<file path="config.mk">
export PLATFORM = sky130hd
export DESIGN_NAME = cal_offset_mc
export DESIGN_NICKNAME = d
export VERILOG_FILES = /design/src/rtl/cal_pkg.sv /design/src/rtl/cal_round_shift.sv /design/src/rtl/cal_offset_mc.sv
export SDC_FILE = /design/constraint.sdc
export NUM_CORES = 1
export LEC_CHECK = 0
export BUFFER_PORTS_ARGS = -buffer_cell sky130_fd_sc_hd__buf_2
export CAP_MARGIN = 20
export CELL_PAD_IN_SITES_DETAIL_PLACEMENT = 0
export CELL_PAD_IN_SITES_GLOBAL_PLACEMENT = 2
export CORE_AREA = 5 5 306 308
export DETAILED_ROUTE_END_ITERATION = 8
export DIE_AREA = 0 0 311 313
export PLACE_DENSITY = 0.61
export SYNTH_ARGS = -nofsm -noshare
export SYNTH_HDL_FRONTEND = slang
export SYNTH_HIERARCHICAL = 1
export SYNTH_SLANG_ARGS = --single-unit
</file>
<file path="constraint.sdc">
create_clock -name clk -period 13.7 [get_ports clk]
set_input_delay 1.37 -clock clk [delete_from_list [all_inputs] [get_ports clk]]
set_output_delay 1.37 -clock clk [all_outputs]
set_load 0.05 [all_outputs]
</file>
<file path="src/rtl/cal_pkg.sv">
// Shared types and helpers for the DC-offset calibrator family.
package cal_pkg;

  localparam int unsigned CAL_W_DEF        = 24;
  localparam int unsigned CAL_NCH_DEF      = 4;
  localparam int unsigned CAL_MAX_LOG2_DEF = 10;

  typedef enum logic [1:0] {
    ST_IDLE = 2'd0,
    ST_RUN  = 2'd1,
    ST_DIV  = 2'd2,
    ST_DONE = 2'd3
  } cal_state_t;

  // Bits needed to hold 0..n-1, never less than one.
  function automatic int unsigned clog2_min1(input int unsigned n);
    return (n < 2) ? 1 : $clog2(n);
  endfunction

  // Half-LSB rounding term for a right shift by l; zero when nothing is shifted out.
  function automatic longint unsigned round_const(input int unsigned l);
    return (l == 0) ? 64'd0 : (64'd1 << (l - 1));
  endfunction

endpackage

</file>
<file path="src/rtl/cal_round_shift.sv">
// Round-to-nearest arithmetic shift of an accumulator down to sample width.
module cal_round_shift
  import cal_pkg::*;
#(
  parameter int unsigned W  = 24,
  parameter int unsigned AW = 34,
  parameter int unsigned LW = 4
) (
  input  logic signed [AW-1:0] acc,
  input  logic        [LW-1:0] l,
  output logic signed [W-1:0]  res_c
);

  logic signed [AW-1:0] sum_c;

  // Headroom in the accumulator guarantees the rounding add cannot wrap.
  always_comb begin
    sum_c = acc + $signed(AW'(round_const(32'(l))));
    res_c = W'(sum_c >>> l);
  end

endmodule

</file>
<file path="src/rtl/cal_offset_mc.sv">
// Multi-channel DC-offset calibrator: averages 2^L tagged samples per channel
// and publishes rounded per-channel offsets.
module cal_offset_mc
  import cal_pkg::*;
#(
  parameter int unsigned W        = CAL_W_DEF,
  parameter int unsigned NCH      = CAL_NCH_DEF,
  parameter int unsigned MAX_LOG2 = CAL_MAX_LOG2_DEF,
  localparam int unsigned CHW     = clog2_min1(NCH),
  localparam int unsigned LW      = clog2_min1(MAX_LOG2 + 1)
) (
  input  logic                clk,
  input  logic                rst,
  input  logic                start,
  input  logic                abort,
  input  logic                cont,
  input  logic [LW-1:0]       log2_n,
  input  logic signed [W-1:0] din,
  input  logic [CHW-1:0]      din_ch,
  input  logic                din_valid,
  output logic                busy,
  output logic                done,
  output logic [NCH*W-1:0]    offset_out,
  output logic [NCH-1:0]      offset_valid
);

  localparam int unsigned AW = W + MAX_LOG2;
  localparam int unsigned CW = MAX_LOG2 + 1;
  localparam int unsigned KW = clog2_min1(NCH + 1);

  cal_state_t           state_q, state_d;
  logic [LW-1:0]        l_q;
  logic [KW-1:0]        div_k_q;
  logic signed [AW-1:0] acc_q [NCH];
  logic [CW-1:0]        cnt_q [NCH];

  logic [CW-1:0]        quota_c;
  logic [LW-1:0]        l_clamp_c;
  logic [NCH-1:0]       hit_c;
  logic                 all_full_c;
  logic                 clear_c;
  logic                 wr_c;
  logic signed [AW-1:0] acc_sel_c;
  logic signed [W-1:0]  rs_c;

  // Next state, per-channel accept and DIV control.
  always_comb begin
    state_d    = state_q;
    quota_c    = CW'(1) << l_q;
    l_clamp_c  = (log2_n > LW'(MAX_LOG2)) ? LW'(MAX_LOG2) : log2_n;
    hit_c      = '0;
    all_full_c = 1'b1;
    acc_sel_c  = '0;
    for (int k = 0; k < NCH; k++) begin
      hit_c[k] = (state_q == ST_RUN) && din_valid && (din_ch == CHW'(k)) &&
                 (cnt_q[k] != quota_c);
      if ((cnt_q[k] + CW'(hit_c[k])) != quota_c) all_full_c = 1'b0;
      if (div_k_q == KW'(k)) acc_sel_c = acc_q[k];
    end

    case (state_q)
      ST_IDLE: if (start) state_d = ST_RUN;
      ST_RUN:  if (all_full_c) state_d = ST_DIV;
      ST_DIV:  if (div_k_q == KW'(NCH)) state_d = ST_DONE;
      ST_DONE: state_d = cont ? ST_RUN : ST_IDLE;
      default: state_d = ST_IDLE;
    endcase
    if (abort) state_d = ST_IDLE;

    clear_c = abort || (state_q == ST_IDLE) || (state_q == ST_DONE);
    // Index NCH is a drain cycle with no write before DONE.
    wr_c    = (state_q == ST_DIV) && !abort && (div_k_q < KW'(NCH));
  end

  always_ff @(posedge clk or posedge rst) begin
    if (rst) begin
      state_q <= ST_IDLE;
      l_q     <= '0;
      div_k_q <= '0;
      busy    <= 1'b0;
      done    <= 1'b0;
    end else begin
      state_q <= state_d;
      busy    <= (state_d == ST_RUN) || (state_d == ST_DIV);
      done    <= (state_d == ST_DONE);
      div_k_q <= ((state_q == ST_DIV) && (state_d == ST_DIV)) ? div_k_q + KW'(1) : '0;
      if ((state_q == ST_IDLE) && start && !abort) l_q <= l_clamp_c;
    end
  end

  // Accumulator and sample-count banks.
  always_ff @(posedge clk or posedge rst) begin
    if (rst) begin
      for (int k = 0; k < NCH; k++) begin
        acc_q[k] <= '0;
        cnt_q[k] <= '0;
      end
    end else begin
      for (int k = 0; k < NCH; k++) begin
        if (clear_c) begin
          acc_q[k] <= '0;
          cnt_q[k] <= '0;
        end else if (hit_c[k]) begin
          acc_q[k] <= acc_q[k] + AW'(din);
          cnt_q[k] <= cnt_q[k] + CW'(1);
        end
      end
    end
  end

  cal_round_shift #(
    .W  (W),
    .AW (AW),
    .LW (LW)
  ) u_round_shift (
    .acc   (acc_sel_c),
    .l     (l_q),
    .res_c (rs_c)
  );

  // Published offsets survive abort; only reset clears them.
  always_ff @(posedge clk or posedge rst) begin
    if (rst) begin
      offset_out   <= '0;
      offset_valid <= '0;
    end else if (wr_c) begin
      for (int k = 0; k < NCH; k++) begin
        if (div_k_q == KW'(k)) begin
          offset_out[k*W +: W] <= rs_c;
          offset_valid[k]      <= 1'b1;
        end
      end
    end
  end

endmodule
</file>
==> results of run 1 <==
-- per-stage QoR --
step / std cells / power, mW / area (µm²)
finish: 4255 / 2.88 / 28300
global route: 4255 / 3.03 / 28300
CTS: 4254 / 2.92 / 28300
global placement: 4184 / 1.84 / 27000
detailed placement: 4184 / 1.84 / 27000
floorplan: 2999 / 1.57 / 25100
-- flip-flops by register name (all words and copies together) (netlist names) --
register      flops
acc_q           136
busy              1
cnt_q            44
div_k_q           3
done              1
l_q               4
offset_out       96
offset_valid      4
state_q           2
-- layout by cell type (no fill, tap or decap), types with 9 or more instances in the layout --
cell type,Yosys,layout
a211o_1,13,13
a211oi_1,44,44
a21o_1,71,70
a21oi_1,266,265
a221o_1,39,39
a221oi_1,15,15
a31oi_1,31,31
and2_1,20,20
and3_1,41,41
buf_2,18,137
buf_4,2,30
clkbuf_16,0,43
conb_1,1,17
dfrtp_1,291,287
ha_1,189,188
inv_1,70,69
mux2_2,110,110
mux2i_1,73,73
mux4_2,12,12
nand2_1,309,308
nand2b_1,24,24
nand3_1,89,89
nand3b_1,10,10
nand4_1,32,32
nor2_1,281,281
nor2b_1,24,22
nor3_1,42,42
nor3b_1,10,9
nor4_1,18,18
o211ai_1,22,22
o21a_1,21,21
o21ai_0,188,188
o21bai_1,30,30
o31ai_1,17,17
or2_2,9,9
or3_1,28,28
xnor2_1,124,124
xor2_1,93,93
-- routing by layer --
| layer | vias up | share of wire | track usage |
|---|---|---|---|
| li1 | 11000 | - | - |
| met1 | 11200 | 0.49 | 0.263 |
| met2 | 519 | 0.45 | 0.293 |
| met3 | 92 | 0.039 | 0.0218 |
| met4 | 0 | 0.019 | 0.0352 |
| met5 | - | 0 | 0 |
-- cell type report --
class                      instances  share of cell area
multi-input combinational       2466               0.601
tap                             1186              0.0524
clock inverter                    11             0.00331
clock buffer                      59              0.0429
sequential                       291               0.257
timing repair buffer             168              0.0331
inverter                          74              0.0101
-- worst reg2reg max path, stage by stage, from the launching register on --
cell,delay (ps)
dfrtp_2,340
buf_4,460
nand2b_1,340
nor2_1,590
nand3b_1,130
o21ai_0,90
nand4_1,150
o31ai_4,190
buf_4,470
inv_2,520
ha_1,360
ha_1,220
xor2_1,160
or4_1,510
mux2i_1,140
nor4b_1,270
nand4_1,140
nor4_1,440
nor2_1,110
a21oi_1,190
a221o_1,180
ha_1,170
nand2_1,80
nor2_1,80
-- path summary, 6_finish.rpt --
| kind | cells after the start | endpoint | slack [ps] | startpoint |
|---|---|---|---|---|
| min in group asynchronous | 2 | offset_out[17] | 960 | rst |
| worst min-delay path | 1 | offset_valid[3] | 460 | offset_valid[3] |
| worst max-delay path | 23 | div_k_q[0] | 7290 | l_q[3] |
| max in group asynchronous | 3 | l_q[1] | 11270 | rst |
| worst min register to register | 1 | offset_valid[3] | 460 | offset_valid[3] |
| worst max register to register | 23 | div_k_q[0] | 7290 | l_q[3] |
-- logic make-up after synthesis --
group           Yosys count
compound gates          870
other cells               1
flops                   291
mux                     196
xor+xnor                218
simple gates            971
buf+inv                 242
fa+ha+maj               194
-- power by group --
part / internal [mW] / total, mW / switching (mW)
Sequential: 0.893 / 0.919 / 0.0259
Combinational: 0.278 / 0.909 / 0.631
Clock: 0.633 / 1.05 / 0.420
==> metrics.md, run 1 <==
| Metric | Value |
|---|---|
| Status | `finished clean` |
| DR vias | `roughly 23000` |
| Fin Clk Skew | `about 29 ps` |
| Crit-path cells | `buf_4 > nand2b_1 > nor2_1 > nand3b_1 > o21ai_0 > nand4_1 > o31ai_4 > buf_4 > inv_2 > ha_1 > ha_1 > xor2_1 > or4_1 > mux2i_1 > nor4b_1 > nand4_1 > nor4_1 > nor2_1 > a21oi_1 > a221o_1 > ha_1 > nand2_1 > nor2_1` |
| VDD IR-drop max | `0.0790 mV` |
| Filler instances | `9595` |
| Share of the synthesized area in the top cell type | `0.290` |
| Die area | `~97000 µm²` |
| Tmin final | `between 6000 and 7000 ps` |
| Number of H-tree levels | `2` |
| Worst Setup End Kind | `flop` |
| Routed length per placed instance | `approximately 22 µm` |
| Hold Fails Final Rpt | `0` |
| Kind of critical path | `reg2reg` |
| # diodes | `0` |
| Routed WL | `around 92000 µm` |
| Seq/Total Area, Yosys | `0.290` |
| CP arrival | `6890 ps` |
| Worst Path Required | `14180 ps` |
| Adder-cell share of the synthesized area | `0.0983` |
| Reg area | `roughly 7300 µm²` |
| GPL Wtd Cong | `approximately 0.87` |
| I/O pin count | `roughly 140` |
| Crit start category | `flop` |
| DRC violations left | `0` |
| Layout cell share with drive strength beyond 1 | `0.134` |
| Post-Syn Area | `25100 µm²` |
| Fin Setup TNS | `0 ps` |
| Slowest stage cell, crit path | `nor2_1` |
| Routed Antenna Nets | `0` |
| Router iterations before antenna repair | `5` |
| Period utilization | `0.468` |
| Post-CTS Setup Bufs | `0` |
| Starting Density | `0.276` |
| Largest net degree at the start of global routing | `roughly 100` |
| Slew Limit Fails | `0` |
| Initial DRC Count | `about 1500` |
| Cells after Synth | `~3000` |
| Simple-gate portion of the synthesized area | `0.181` |
| Synth Area in XOR/XNOR | `0.0764` |
| Clock Latency Late Sink | `570 ps` |
| Setup Viol. Count Final | `0` |
| Top-count cell post-synth | `nand2_1` |
| Site row count | `111` |
| All-Layer GR Usage | `0.181` |
| Top_reg_cell synth | `dfrtp_1` |
| Slew at the pin with the worst max-slew slack | `1070 ps` |
| Synth area leader | `dfrtp_1` |
| Leak pwr | `about 13 nW` |
| Clk slew on worst S/H paths | `roughly 60 ps` |
| Clock Sinks | `291` |
| CTS Root Cell | `clkbuf_16` |
| Grt ovf | `0` |
| MaxCap Viol Count | `0` |
| Number of global-route vias before repair | `approximately 22000` |
| EDFF count, synth | `0` |
| Post-Place Worst Slack | `slightly above 7000 ps` |
| Synth top cells by count | `nand2_1, dfrtp_1, nor2_1` |
| Tightest Hold Check Type | `reg2reg` |
| Hold-fix buffer count after cts | `0` |
| Die W | `roughly 310 µm` |
| Yosys cell types | `between 90 and 100` |
| Number of synthesized register bits | `just under 300` |
| Core Area | `slightly above 90000 µm²` |
| Ys async rst share | `1.00` |
| Pwr per Cell Area | `roughly 100 nW/µm²` |
| First-pass GRT wire length | `141000 µm` |
| Post-Route Utilization | `0.312` |
| Inserted Clock Buffers | `41` |
| Synth Warn # | `6` |
| TritonCTS clock tree | `built` |
| Synth area leaders | `dfrtp_1, ha_1, a21oi_1` |
| PostCTS Resize Cnt | `0` |
| Buf/Inv on CP | `3` |
| Footprint of the multi-input gates | `about 17000 µm²` |
| Max Freq | `around 0.16 GHz` |
| Worst Slack Setup Final | `7290 ps` |
| Mean post-synth cell area | `8.41 µm²` |
| HPWL after DPL | `between 60000 and 70000 µm` |
| Die height | `between 300 and 400 µm` |
| Critical-path maximum fanout | `56` |
| Antenna violations before repair | `2` |
| Compound-Gate Fraction of Synth Area | `0.226` |
| Routed vias/inst | `~5.4` |
| Unrepaired setup endpoints after global routing | `no` |
| Final net count | `3272` |
| Delay-heaviest family, CP | `simple AND/OR/NAND/NOR gates` |
| Port Buffer Count | `between 100 and 150` |
| Layout area overhead | `13.0%` |
| Max stage delay on crit path | `~580 ps` |
| Rel. slew slack | `0.277` |
| Largest family of logic cells by synthesized area | `compound AO/OA/AOI/OAI gates` |
| Mux contribution to synthesized area | `0.0899` |
| Clk buf depth | `3` |
| Hold_ws | `approximately 460 ps` |
Note: power is estimated with default switching activity, not from simulation.
==> inputs of run 2 (changes only) <==
==> constraint.sdc (replaced) <==
create_clock -name clk -period 5.9 [get_ports clk]
set_input_delay 0.59 -clock clk [delete_from_list [all_inputs] [get_ports clk]]
set_output_delay 0.59 -clock clk [all_outputs]
set_load 0.05 [all_outputs]
==> run 2 against run 1 <==
Net effect:
- cell count is 1.5% higher
- sequential power is 140% higher
- sequential share of layout area is 0.53 points lower
- total power is 140% higher
- global-route usage is 0.64 points higher
- highest routed layer is now met5
- clock power grew to 2.5 times the previous value
- clock skew is 8.4 ps lower
- fmax is 14% higher
- register-to-register slack worse by 7000 ps
- setup slack worse by 7000 ps
- flip-flop and latch count stayed put
- largest cell class unchanged
==> metrics.md, run 2 (synthesis results as in run 1) <==
| Metric | Value |
|---|---|
| Status | `finished clean` |
| Die area | `between 90000 and 100000 µm²` |
| Setup Viol. Count Final | `0` |
| Antenna violations before repair | `5` |
| Slew at the pin with the worst max-slew slack | `approximately 1000 ps` |
| Pwr per Cell Area | `241 nW/µm²` |
| Combinational Power Share | `0.312` |
| VDD IR-drop max | `0.193 mV` |
| Critical-path maximum fanout | `22` |
| Worst Setup End Kind | `flop` |
| NetSw | `2.59 mW` |
| Kind of critical path | `reg2reg` |
| Clk buf depth | `3` |
| Post-CTS Setup Bufs | `0` |
| Rel. slew slack | `0.318` |
| Grt ovf | `0` |
| Largest net degree at the start of global routing | `about 130` |
| Router iterations before antenna repair | `5` |
| Unrepaired setup endpoints after global routing | `no` |
| Crit start category | `flop` |
| All-Layer GR Usage | `0.188` |
| Register with the most flip-flops | `acc_q` |
| Number of global-route vias before repair | `roughly 23000` |
| DR vias | `23100` |
| Filler instances | `approximately 9700` |
| Commonest non-fill, non-tap cell in the layout | `nand2_1` |
| Die W | `~310 µm` |
| Crit-path cells | `inv_1 > ha_1 > nor3b_2 > buf_4 > buf_4 > a221o_1 > o21ai_0 > o21ai_0 > ha_1 > nand2_1 > a21boi_0 > o21ai_0 > a22o_1 > a211oi_1 > a21oi_1 > o311ai_0 > nand3_1 > buf_4 > mux2_2` |
| Tightest Hold Check Type | `in2async` |
| Internal power | `approximately 4.4 mW` |
| Routed vias/inst | `around 5.4` |
| Port Buffer Count | `about 140` |
| I/O pin count | `around 140` |
| Slew Limit Fails | `0` |
| Switching share of power | `0.371` |
| First-pass GRT wire length | `around 140000 µm` |
| Most frequent cells in the layout | `nand2_1, dfrtp_1, nor2_1, a21oi_1, ha_1` |
| HPWL after DPL | `about 72000 µm` |
| Slowest stage cell, crit path | `a211oi_1` |
| Initial DRC Count | `1500` |
| Die height | `313 µm` |
| CP arrival | `about 6100 ps` |
| Hold Fails Final Rpt | `0` |
| Path depth of the worst reg2reg path | `19` |
| Number of H-tree levels | `2` |
| Layout cell share with drive strength beyond 1 | `0.152` |
| Reg area | `around 7300 µm²` |
| Clk slew on worst S/H paths | `60 ps` |
| GPL Wtd Cong | `roughly 0.85` |
| Starting Density | `0.276` |
| Routed Antenna Nets | `0` |
| Routed length per placed instance | `around 22 µm` |
| Sequential power share | `0.310` |
| Tmin final | `between 5000 and 6000 ps` |
| Inserted Clock Buffers | `41` |
| Largest registers | `acc_q: 136 flops, offset_out: 96 flops, cnt_q: 44 flops` |
| Max Freq | `between 0.15 and 0.2 GHz` |
| CTS Root Cell | `clkbuf_16` |
| DRC violations left | `0` |
| Clock Latency Late Sink | `600 ps` |
| Max reg flops | `136` |
| Clock Sinks | `slightly below 300` |
| Period utilization | `0.951` |
| Fin Clk Skew | `just over 20 ps` |
| Max stage delay on crit path | `660 ps` |
| Hold-fix buffer count after cts | `0` |
| FF-to-FF setup slack | `a little under 300 ps` |
| Layout area overhead | `15.4%` |
| MaxCap Viol Count | `0` |
| Fin Setup TNS | `0 ps` |
| Post-Route Utilization | `0.319` |
| Leak pwr | `approximately 13 nW` |
| Footprint of the multi-input gates | `around 17000 µm²` |
| Core Area | `90800 µm²` |
| Site row count | `roughly 110` |
| TritonCTS clock tree | `built` |
| Routed WL | `94100 µm` |
| Clock group share of total power | `0.378` |
| Worst Path Required | `roughly 6400 ps` |
| Final net count | `between 3000 and 4000` |
## run 2: cell types whose count changed in the layout (fill, tap and decap cells not counted), sizes merged
cell / delta
clkinv: +1
clkbuf: -3
buf: +57
inv: -2
bufinv: +3
clkinvlp: +4
diode: +2
## run 2: path summary, 6_finish.rpt
check | start | endpoint
max reg2reg | div_k_q[0] | offset_out[89]
max | div_k_q[0] | offset_out[89]
min reg2reg | offset_valid[3] | offset_valid[3]
max in group asynchronous | rst | acc_q[24]
min in group clk | log2_n[2] | l_q[2]
min | rst | cnt_q[18]
## run 2: repair_timing
item	4_1_cts	5_1_grt
endpoints found under the hold margin	0	0
setup endpoints to repair	0	20
gates resized for setup	0	5
## run 2: layer usage
layer  track usage  up-vias  part of all wire
met2         0.312      547              0.46
met5             0        -           0.00013
met1         0.264    11300              0.48
met4        0.0421        2             0.019
li1              -    11100                 -
met3        0.0209       96             0.040
## run 2: worst max-delay path, delay by kind of cell, from the launching register on
kind	cells	cell delay, ps
AOI/OAI and AO/OA	9	2850
buffers and inverters	4	800
adders and majority gates	2	660
and+or+nand+nor	3	500
DFF	1	410
muxes	1	260
## run 2: power groups by stage
stage	registers, mW	logic, mW	clock network (mW)
floorplan	2.35	1.29	0
global placement	2.19	2.16	0
detailed placement	2.20	2.18	0
CTS	2.16	2.19	2.74
global route	2.17	2.37	2.80
finish	2.16	2.18	2.64
## run 2: layout make-up
cell class,instances,share of cell area
Multi-Input combinational cell,2466,0.589
Sequential cell,291,0.252
Tap cell,1186,0.0513
Timing Repair Buffer,225,0.0491
Clock buffer,56,0.0420
Inverter,74,0.00973
Clock inverter,17,0.00705
Antenna cell,2,0.000173
## run 2: through the flow
stage	hold WS (ps)	setup slack (ps)	instances	power [mW]	cell area [µm²]
global placement	444	376	4241	4.36	27500
finish	23.2	289	4317	6.98	28900
global route	42.1	19.7	4315	7.35	28900
floorplan	455	230	2999	3.64	25100
detailed placement	447	334	4241	4.38	27500
CTS	223	271	4314	7.09	28900
